==> config.mk <==
export PLATFORM = sky130hd
export DESIGN_NAME = comparenb_seq
export DESIGN_NICKNAME = d
export VERILOG_FILES = /design/src/rtl/comparenb_seq.sv
export SDC_FILE = /design/constraint.sdc
export NUM_CORES = 1
export LEC_CHECK = 0
export CAP_MARGIN = 40
export CORE_MARGIN = 1.5
export CORE_UTILIZATION = 25
export CTS_CLUSTER_DIAMETER = 60
export DETAILED_ROUTE_END_ITERATION = 12
export PLACE_DENSITY_LB_ADDON = 0.15
export SLEW_MARGIN = 10
export SYNTH_ARGS = -nofsm -noshare
export SYNTH_HDL_FRONTEND = slang
export SYNTH_SLANG_ARGS = --single-unit
==> constraint.sdc <==
create_clock -name clk -period 1.55 [get_ports clk]
set_input_delay 0.31 -clock clk [delete_from_list [all_inputs] [get_ports clk]]
set_output_delay 0.31 -clock clk [all_outputs]
set_load 0.1 [all_outputs]
==> src/rtl/comparenb_seq.sv <==
// rtl/comparenb_seq.sv - bit-serial MSB-first signed/unsigned magnitude comparator
module comparenb_seq #(
  parameter int WIDTH = 8
) (
  input  logic             clk,
  input  logic             rst,
  input  logic             start,
  input  logic             sgn,
  input  logic [WIDTH-1:0] a,
  input  logic [WIDTH-1:0] b,
  output logic             busy,
  output logic             done,
  output logic             lt,
  output logic             eq,
  output logic             gt,
  output logic             y
);

  typedef enum logic {IDLE, RUN} state_t;

  state_t           state;
  logic [WIDTH-1:0] sh_a;
  logic [WIDTH-1:0] sh_b;
  logic             sh_sgn;
  logic [5:0]       cnt;
  logic             decided;
  logic             dec_lt;
  logic             dec_gt;

  logic             nxt_decided;
  logic             nxt_lt;
  logic             nxt_gt;
  logic             msb_a;
  logic             msb_b;
  logic             first_bit;

  // The first examined bit is the sign bit; in signed mode a 1 there means smaller.
  always_comb begin
    msb_a       = sh_a[WIDTH-1];
    msb_b       = sh_b[WIDTH-1];
    first_bit   = (cnt == 6'(WIDTH));
    nxt_decided = decided;
    nxt_lt      = dec_lt;
    nxt_gt      = dec_gt;
    if (!decided && (msb_a != msb_b)) begin
      nxt_decided = 1'b1;
      if (sh_sgn && first_bit) begin
        nxt_lt = msb_a;
        nxt_gt = msb_b;
      end else begin
        nxt_lt = msb_b;
        nxt_gt = msb_a;
      end
    end
  end

  always_ff @(posedge clk) begin
    if (rst) begin
      state   <= IDLE;
      sh_a    <= '0;
      sh_b    <= '0;
      sh_sgn  <= 1'b0;
      cnt     <= '0;
      decided <= 1'b0;
      dec_lt  <= 1'b0;
      dec_gt  <= 1'b0;
      busy    <= 1'b0;
      done    <= 1'b0;
      lt      <= 1'b0;
      eq      <= 1'b0;
      gt      <= 1'b0;
      y       <= 1'b0;
    end else begin
      done <= 1'b0;
      case (state)
        IDLE: begin
          if (start) begin
            sh_a    <= a;
            sh_b    <= b;
            sh_sgn  <= sgn;
            cnt     <= 6'(WIDTH);
            decided <= 1'b0;
            dec_lt  <= 1'b0;
            dec_gt  <= 1'b0;
            busy    <= 1'b1;
            state   <= RUN;
          end
        end
        RUN: begin
          sh_a    <= sh_a << 1;
          sh_b    <= sh_b << 1;
          cnt     <= cnt - 6'd1;
          decided <= nxt_decided;
          dec_lt  <= nxt_lt;
          dec_gt  <= nxt_gt;
          if (cnt == 6'd1) begin
            lt    <= nxt_lt;
            gt    <= nxt_gt;
            eq    <= ~nxt_decided;
            y     <= nxt_lt | ~nxt_decided;
            done  <= 1'b1;
            busy  <= 1'b0;
            state <= IDLE;
          end
        end
        default: state <= IDLE;
      endcase
    end
  end

endmodule

Word-level counts from Yosys, hierarchy flattened
Cells that the tools add are included.
{"block": "word_totals", "reg_bits": 33, "input_bits": 20, "out_inout_bits": 6}
{"block": "classes", "add_sub_neg": 1, "n_eq_ne": 5, "muxes": 22, "bitwise": 3, "reduce_logical": 7}
{"operator": "8-bit one-hot mux with 2 select lines", "n": 2}
{"operator": "8-bit two-way mux", "n": 2}
{"operator": "6-bit one-hot mux with 2 select lines", "n": 1}
{"operator": "1-bit two-way mux", "n": 11}
{"operator": "1-bit one-hot mux with 2 select lines", "n": 5}
{"operator": "6-bit by 1-bit == test with 1-bit output (second input constant)", "n": 1}
{"operator": "6-bit by 4-bit == test with 1-bit output (second input constant)", "n": 1}
{"operator": "6-bit two-way mux", "n": 1}
{"operator": "2-bit AND reduction", "n": 3}
{"operator": "6-bit by 1-bit subtractor with 6-bit output (second input constant)", "n": 1}
{"operator": "1-bit logical AND", "n": 2}
{"operator": "2-bit by 1-bit inequality test with 1-bit output (second input constant)", "n": 1}
{"operator": "2-bit inequality test (second input constant)", "n": 1}
{"operator": "1-bit NOT", "n": 2}
{"operator": "2-bit OR reduction", "n": 1}
{"operator": "1-bit logical NOT", "n": 1}
{"operator": "1-bit inequality test", "n": 1}
{"operator": "1-bit OR", "n": 1}

Depth between registers and ports, before layout
Gate-level depths: netlist (run 1).
{"block": "depth", "depth_word": 5, "ltp_mapped": 6}

Worst setup path after synthesis (run 1)
OpenSTA, ideal clock, no wires.
{"block": "synth_path", "path_type": "reg2reg", "startpoint": "register, netlist name gt", "endpoint": "register gt", "arrival_time_ps": 1261, "path_slack_ps": 201, "stages_incl_launch_ff": 3, "path_cell_list": "dfxtp_1 nor2_2 a311oi_2"}
{"item": "end signal: assignment", "line_no": "98", "source": "gt <= nxt_gt;"}
{"item": "end: declaration", "line_no": "15", "source": "output logic gt,"}

Final worst setup path (run 1)
{"block": "layout_path", "startpoint": "register cnt[1]", "endpoint": "register y"}
{"block": "layout_between", "elab_chain_cells": 5, "word_cells_on_any_way": 7, "cone_classes": "eq/ne: 2; mux: 2; bitwise: 1; reduce/logical: 2"}
{"item": "start: declaration", "line_no": "25", "source": "logic [5:0] cnt;"}
{"item": "start signal: assignment", "line_no": "81", "source": "cnt <= 6'(WIDTH);"}
{"item": "start signal: assignment", "line_no": "92", "source": "cnt <= cnt - 6'd1;"}
{"item": "6-bit by 4-bit == test with 1-bit output", "line_no": "41", "source": "first_bit = (cnt == 6'(WIDTH));"}
{"item": "1-bit logical AND", "line_no": "47", "source": "if (sh_sgn && first_bit) begin"}
{"item": "1-bit two-way mux", "line_no": "47"}
{"item": "1-bit two-way mux", "line_no": "45", "source": "if (!decided && (msb_a != msb_b)) begin"}
{"item": "1-bit OR", "line_no": "100", "source": "y <= nxt_lt | ~nxt_decided;"}
{"item": "end signal: assignment", "line_no": "100"}
{"item": "end: declaration", "line_no": "16", "source": "output logic y"}
Parallel ways exist; a longest one is shown, timed or not.
A chain may end at the register's enable or synchronous reset.

==> results of run 1 <==
-- metal layers --
layer | share of wire (%) | up-vias
li1 | - | 689
met1 | 50 | 608
met2 | 44 | 21
met3 | 4.0 | 5
met4 | 1.2 | 0
met5 | 0 | -
-- layout make-up --
type | count | area share, %
repair buffers | 39 | 20.1
clock inverters | 2 | 0.471
multi-input cells | 129 | 39.6
clock buffers | 6 | 3.41
flip-flops and latches | 33 | 31.1
well taps | 75 | 4.41
inverters | 5 | 0.883
-- registers in the layout, summed over array words and instances (netlist names) --
signal and count:
state 1, gt 1, y 1, cnt 6, dec_lt 1, sh_a 8, sh_b 8, dec_gt 1
busy 1, decided 1, lt 1, eq 1, done 1, sh_sgn 1
-- placed cells by master, fill, tap and decap left out, drive strengths merged, types with 2 or more instances in the layout --
cell type,netlist,routed
nor2,43,43
dfxtp,33,33
a21oi,20,20
buf,7,20
mux2i,19,19
clkdlybuf4s50,0,19
clkbuf,6,6
inv,5,5
nor3,5,5
o21ai,5,5
nor2b,3,3
nand2b,3,3
ha,3,3
a211oi,3,3
a311oi,3,3
a31oi,2,2
and2,2,2
and3,2,2
clkinv,0,2
nor4b,2,2
-- per-stage QoR --
step,setup TNS (ns),utilization [%],setup WS [ns]
finish,0,35.3,0.124
global route,0,35.3,0.00642
CTS,0,35.2,0.127
detailed placement,-0.686,33.8,-0.0811
global placement,-0.580,33.8,-0.0599
floorplan,0,-,0.201
-- power by group --
part / internal, W / total (W) / switching (W)
combinational: 0.000199 / 0.000409 / 0.000210
sequential: 0.000901 / 0.000947 / 0.0000458
clock: 0.000311 / 0.000628 / 0.000317
total: 0.00141 / 0.00198 / 0.000573
-- worst register-to-register path, stage by stage, from the launching register on --
cell and delay [ns]:
dfxtp_1 0.35, inv_1 0.10, ha_1 0.22, nand2b_1 0.11
o21ai_0 0.08, and3_1 0.24, a311oi_2 0.25
-- worst max path at each step --
stage	from	to	slack, ns	cells past startpoint
global placement	start	sh_b[1]	-0.06	6
CTS	cnt[2]	y	0.13	5
detailed placement	start	sh_a[3]	-0.08	6
global route	state	cnt[5]	0.006	6
finish	cnt[1]	y	0.12	6
floorplan	gt	gt	0.20	2
-- cells by family (layout without fill, tap and decap cells) --
family | count (synthesis) | count (layout)
and+or+nand+nor | 69 | 69
AOI/OAI and AO/OA | 38 | 38
DFF | 33 | 33
muxes | 19 | 19
buffers and inverters | 18 | 52
adders and majority gates | 3 | 3
==> flow_summary.yaml, run 1 <==
run_status:
  status: "finished, final reports clean"
grt:
  grt_max_degree: 26
  grt.total_usage_pct: 11.4
  grt_pass1_vias: 1241
  grt.met3_usage_pct: 3.63
  grt_first_pass_wirelength_um: 5840
  grt.busiest_layer: "met2"
  antenna_found_initial: 0
  grt_use_met2_pct: 18.3
  use_met1_pct: 14.1
  gr-total-overflow: 0
clock_tree:
  max-clock-path-buffers: 2
  clk_transition_reported_paths_ns: 0.07
  ctsResizeCount: 0
  cts.sinks: 33
  htreeDepth: 2
  hold_buffers: 0
  clkLatencyLatePin_ns: 0.28
  cts_tree: "done"
  cts_setup_buffers: 0
  cts_buffers: 5
  cts-root-buf: "clkbuf_8"
synth:
  yosys.cell_count.top_type: "nor2_1"
  ys_types: 39
  yosysSeqAreaShare_pct: 41.7
  ys_top_cells_by_count: "nor2_1, dfxtp_1, a21oi_1"
  synthAdderAreaFrac_pct: 2.37
  synthArstFlopShare_pct: 0
  synth_cells: 180
  syn-num-nets: 203
  synth-xor-area-share_pct: 0
  syn_area_mm2: 0.00158
  synth_top_family_by_area: "simple AND/OR/NAND/NOR gates"
  synth-edff-count: 0
  synth_compound_area_share_pct: 15.5
  synth_ff_type: "dfxtp_1"
  ys_top_cells_by_area: "dfxtp_1, mux2i_1, nor2_1"
  yosys.area_share.simple_pct: 22.9
  synth_mux_area_share_pct: 12.0
  ys_ff_latch: 33
  ys_warn_count: 0
  synth.largest_area_cell: "dfxtp_1"
  synth_top_cell_area_share_pct: 41.7
  synth_area_per_cell_um2: 8.79
layout:
  multi_input_area_um2: 842
  fillCellCount: 651
  final_cells: 289
  syn2layout_area_growth_pct: 34.3
  design_area_mm2: 0.00213
  insertedDiodeCount: 0
  drive_gt1_share_pct: 16.8
  nNetsFinal: 236
  seqCellArea_um2: 661
setup_path:
  timing_worst_setup_path_type: "flop to flop"
  timing.rr.start: "cnt[1]"
  cp.required_ns: 1.75
  crit_family: "flip-flops"
  cpMaxStageDelayCell: "dfxtp_1"
  rrSetupSlack_ns: 0.12
  r2r_cells: 6
  cp.arrival_ns: 1.62
  startpoint_type: "flop"
  worstPathCellList: "inv_1, ha_1, nand2b_1, o21ai_0, and3_1, a311oi_2"
  r2r-end: "y"
  crit_buf_inv: 1
  max_stage_delay_ns: 0.35
  path_max_fanout: 4
  crit_path_end_kind: "flop"
sta:
  hold_viol_final: 0
  skew_ns: 0.00377
  drv_slew: 0
  slew_headroom_pct: 71.8
  finalCriticalPeriod_ns: 1.43
  worstMarginPinSlew_ns: 0.422
  post-route-period-util_pct: 92.0
  setup_viol: 0
  rsz0062_at_grt: "false"
  timing.hold.ws_ns: 0.485
  fmax_mhz: 701
power:
  p_total_w: 0.00198
  p_per_area_mw_per_mm2: 933
  ir_worst_vdd_uv: 392
  p_leak_nw: 0.845
die:
  core_mm2: 0.00603
  ios: 26
  rows: 28
  die_h_um: 82.6
  die_x_um: 82.6
  start_util_pct: 26.3
  die-area_mm2: 0.00682
placed_design:
  placed_area_mm2: 0.00204
  place.gp.congestion: 0.723
  io_buffers: 25
  dp.cells: 281
  hpwl_um: 2500
drt:
  vias: 1323
  firstDrtPassIters: 4
  drtIter0Drc: 43
  drt-total-wl_um: 3460
  ant_nets: 0
  viasPerCell: 4.58
  drc: 0
  wl_per_cell_um: 12.0
worst_hold_path:
  min_from: "sh_b[6]"
  holdPathEnd: "sh_b[7]"
  hold-path-cell-count: 2
  hold_class: "flop to flop"
flow_run:
  drv_cap: 0
(Power assumes the default switching activity.)
==> run 2: changes to the inputs <==
--- a/config.mk
+++ b/config.mk
@@ -10,6 +10,7 @@
 export CORE_UTILIZATION = 25
 export CTS_CLUSTER_DIAMETER = 60
 export DETAILED_ROUTE_END_ITERATION = 12
+export GPL_ROUTABILITY_DRIVEN = 0
 export PLACE_DENSITY_LB_ADDON = 0.15
 export SLEW_MARGIN = 10
 export SYNTH_ARGS = -nofsm -noshare
==> results of run 2 <==
Final layout, timing and power as in run 1 (identical DEF).
==> run 3: changes to the inputs <==
--- a/config.mk
+++ b/config.mk
@@ -11,7 +11,7 @@
 export CTS_CLUSTER_DIAMETER = 60
 export DETAILED_ROUTE_END_ITERATION = 12
 export GPL_ROUTABILITY_DRIVEN = 0
-export PLACE_DENSITY_LB_ADDON = 0.15
+export PLACE_DENSITY = 0.43
 export SLEW_MARGIN = 10
 export SYNTH_ARGS = -nofsm -noshare
 export SYNTH_HDL_FRONTEND = slang
==> run 3 against run 2 <==
Against the previous run: wire length is 0.78% lower; sequential power grew 0.5%; worst hold slack improved by 0.0041 ns; non-clock buffer count down 2; clock skew increased by 0.0011 ns; count of clock-buffer cells in the layout rose by 1; first-iteration DRC count increased by 12%; via count is 1.7% lower; global-route usage is 0.24 points higher; cell area increased by 0.12%; core utilization about the same; critical path type unchanged.
==> flow_summary.yaml, run 3 (synthesized netlist as in run 1, its figures left out) <==
run_status:
  status: "finished, final reports clean"
clock_tree:
  htreeDepth: 2
  cts_buffers: 5
  cts-root-buf: "clkbuf_8"
  clk_transition_reported_paths_ns: 0.07
  cts_tree: "done"
  ctsResizeCount: 0
  cts_setup_buffers: 0
  clkLatencyLatePin_ns: 0.27
  hold_buffers: 0
  cts.sinks: 33
  max-clock-path-buffers: 2
die:
  die_h_um: 82.6
  core_mm2: 0.00603
  start_util_pct: 26.3
  ios: 26
  rows: 28
  die-area_mm2: 0.00682
  die_x_um: 82.6
layout:
  nNetsFinal: 234
  reg_top3: "sh_a: 8 flops, sh_b: 8 flops, cnt: 6 flops"
  insertedDiodeCount: 0
  final_cell_mix: "nor2_1, dfxtp_1, a21oi_1"
  drive_gt1_share_pct: 16.1
  final_cells: 286
  syn2layout_area_growth_pct: 34.5
  final_common_cell: "nor2_1"
  final_util_pct: 35.3
drt:
  top_layer: "met4"
  drt-total-wl_um: 3430
  firstDrtPassIters: 4
  drtIter0Drc: 48
  vias: 1301
  wl_per_cell_um: 12.0
  drc: 0
  routedLengthMet1_um: 1720
  ant_nets: 0
  wl_met3_um: 145
  viasPerCell: 4.55
  wl_met2_um: 1550
placed_design:
  io_buffers: 25
  dp.cells: 279
  hpwl_um: 2440
setup_path:
  r2r-end: "y"
  crit_buf_inv: 1
  path_max_fanout: 4
  setup.worst_path.end: "y"
  worstPathCellList: "inv_1, ha_1, nand2b_1, o21ai_0, and3_1, a311oi_2"
  cp.required_ns: 1.74
  timing_worst_setup_path_type: "flop to flop"
  r2r_cells: 6
  crit_family: "flip-flops"
  crit_start: "cnt[1]"
  cpMaxStageDelayCell: "dfxtp_1"
  max_stage_delay_ns: 0.35
  cp.arrival_ns: 1.62
  rrSetupSlack_ns: 0.11
  cp.depth: 6
  startpoint_type: "flop"
  crit_path_end_kind: "flop"
  timing.rr.start: "cnt[1]"
grt:
  gr-total-overflow: 0
  grt_max_degree: 30
  grt_pass1_vias: 1278
  grt_first_pass_wirelength_um: 5980
  antenna_found_initial: 0
  grt.total_usage_pct: 11.6
sta:
  slew_headroom_pct: 72.8
  setup_viol: 0
  finalCriticalPeriod_ns: 1.44
  timing.hold.ws_ns: 0.489
  drv_slew: 0
  rsz0062_at_grt: "false"
  skew_ns: 0.00485
  hold_viol_final: 0
  post-route-period-util_pct: 92.9
  worstMarginPinSlew_ns: 0.407
  fmax_mhz: 695
power:
  internal_power_w: 0.00145
  pwr-share-seq_pct: 47.6
  p_leak_nw: 0.839
  switchingPower_w: 0.000547
  power_switching_share_pct: 27.4
  ir_worst_vdd_uv: 376
  comb_power_share_pct: 20.2
  p_total_w: 0.00200
  p_per_area_mw_per_mm2: 939
  pwr-share-clk_pct: 32.2
flow_run:
  drv_cap: 0
worst_hold_path:
  hold_class: "flop to flop"
==> run 3: changes by cell type in the layout (fill, tap and decap cells not counted) <==
cell      before  now
buf_4         13   10
clkinv_2       2    0
buf_12         7    8
clkbuf_8       5    6
dfxtp_1       33   32
dfxtp_2        0    1
==> run 3: final cells by class <==
| class | count | area (um2) |
|---|---|---|
| multi-input combinational | 129 | 842 |
| inverter | 5 | 18.8 |
| tap | 75 | 93.8 |
| sequential | 33 | 662 |
| clock buffer | 7 | 86.3 |
| fill | 662 | 3900 |
| timing repair buffer | 37 | 425 |
==> run 3: routing by layer <==
metal	vias to the layer above	global-route usage [%]
met5	-	0
met4	0	3.50
met3	2	3.52
met2	25	18.2
met1	588	15.4
li1	686	-
==> run 3: worst min path at each step <==
stage,startpoint,end,cells past startpoint
detailed placement,sh_b[6],sh_b[7],2
finish,sh_b[4],sh_b[5],2
global placement,sh_a[3],sh_a[4],2
global route,sh_b[0],sh_b[1],2
floorplan,sh_a[0],sh_a[1],2
CTS,sh_b[6],sh_b[7],2
==> run 3: power by group through the flow <==
stage	sequential, W	clock, W	combinational, W
after floorplan	0.000997	0	0.000225
after global placement	0.000971	0	0.000405
after detailed placement	0.000969	0	0.000405
after CTS	0.000951	0.000682	0.000407
after global routing	0.000959	0.000712	0.000450
final	0.000952	0.000643	0.000404
==> run 3: stage by stage <==
step	instance area [um2]	setup TNS, ns	setup WS, ns
floorplan	1580	0	0.201
global placement	2030	-1.28	-0.0878
detailed placement	2030	-0.910	-0.0772
CTS	2120	0	0.0642
global route	2130	0	0.00865
finish	2130	0	0.111
==> run 3: worst min-delay path, delay by kind of cell, from the launching register on <==
kind	cells	cell delay [ns]
DFF	1	0.33
and+or+nand+nor	1	0.07
AOI/OAI and AO/OA	1	0.06
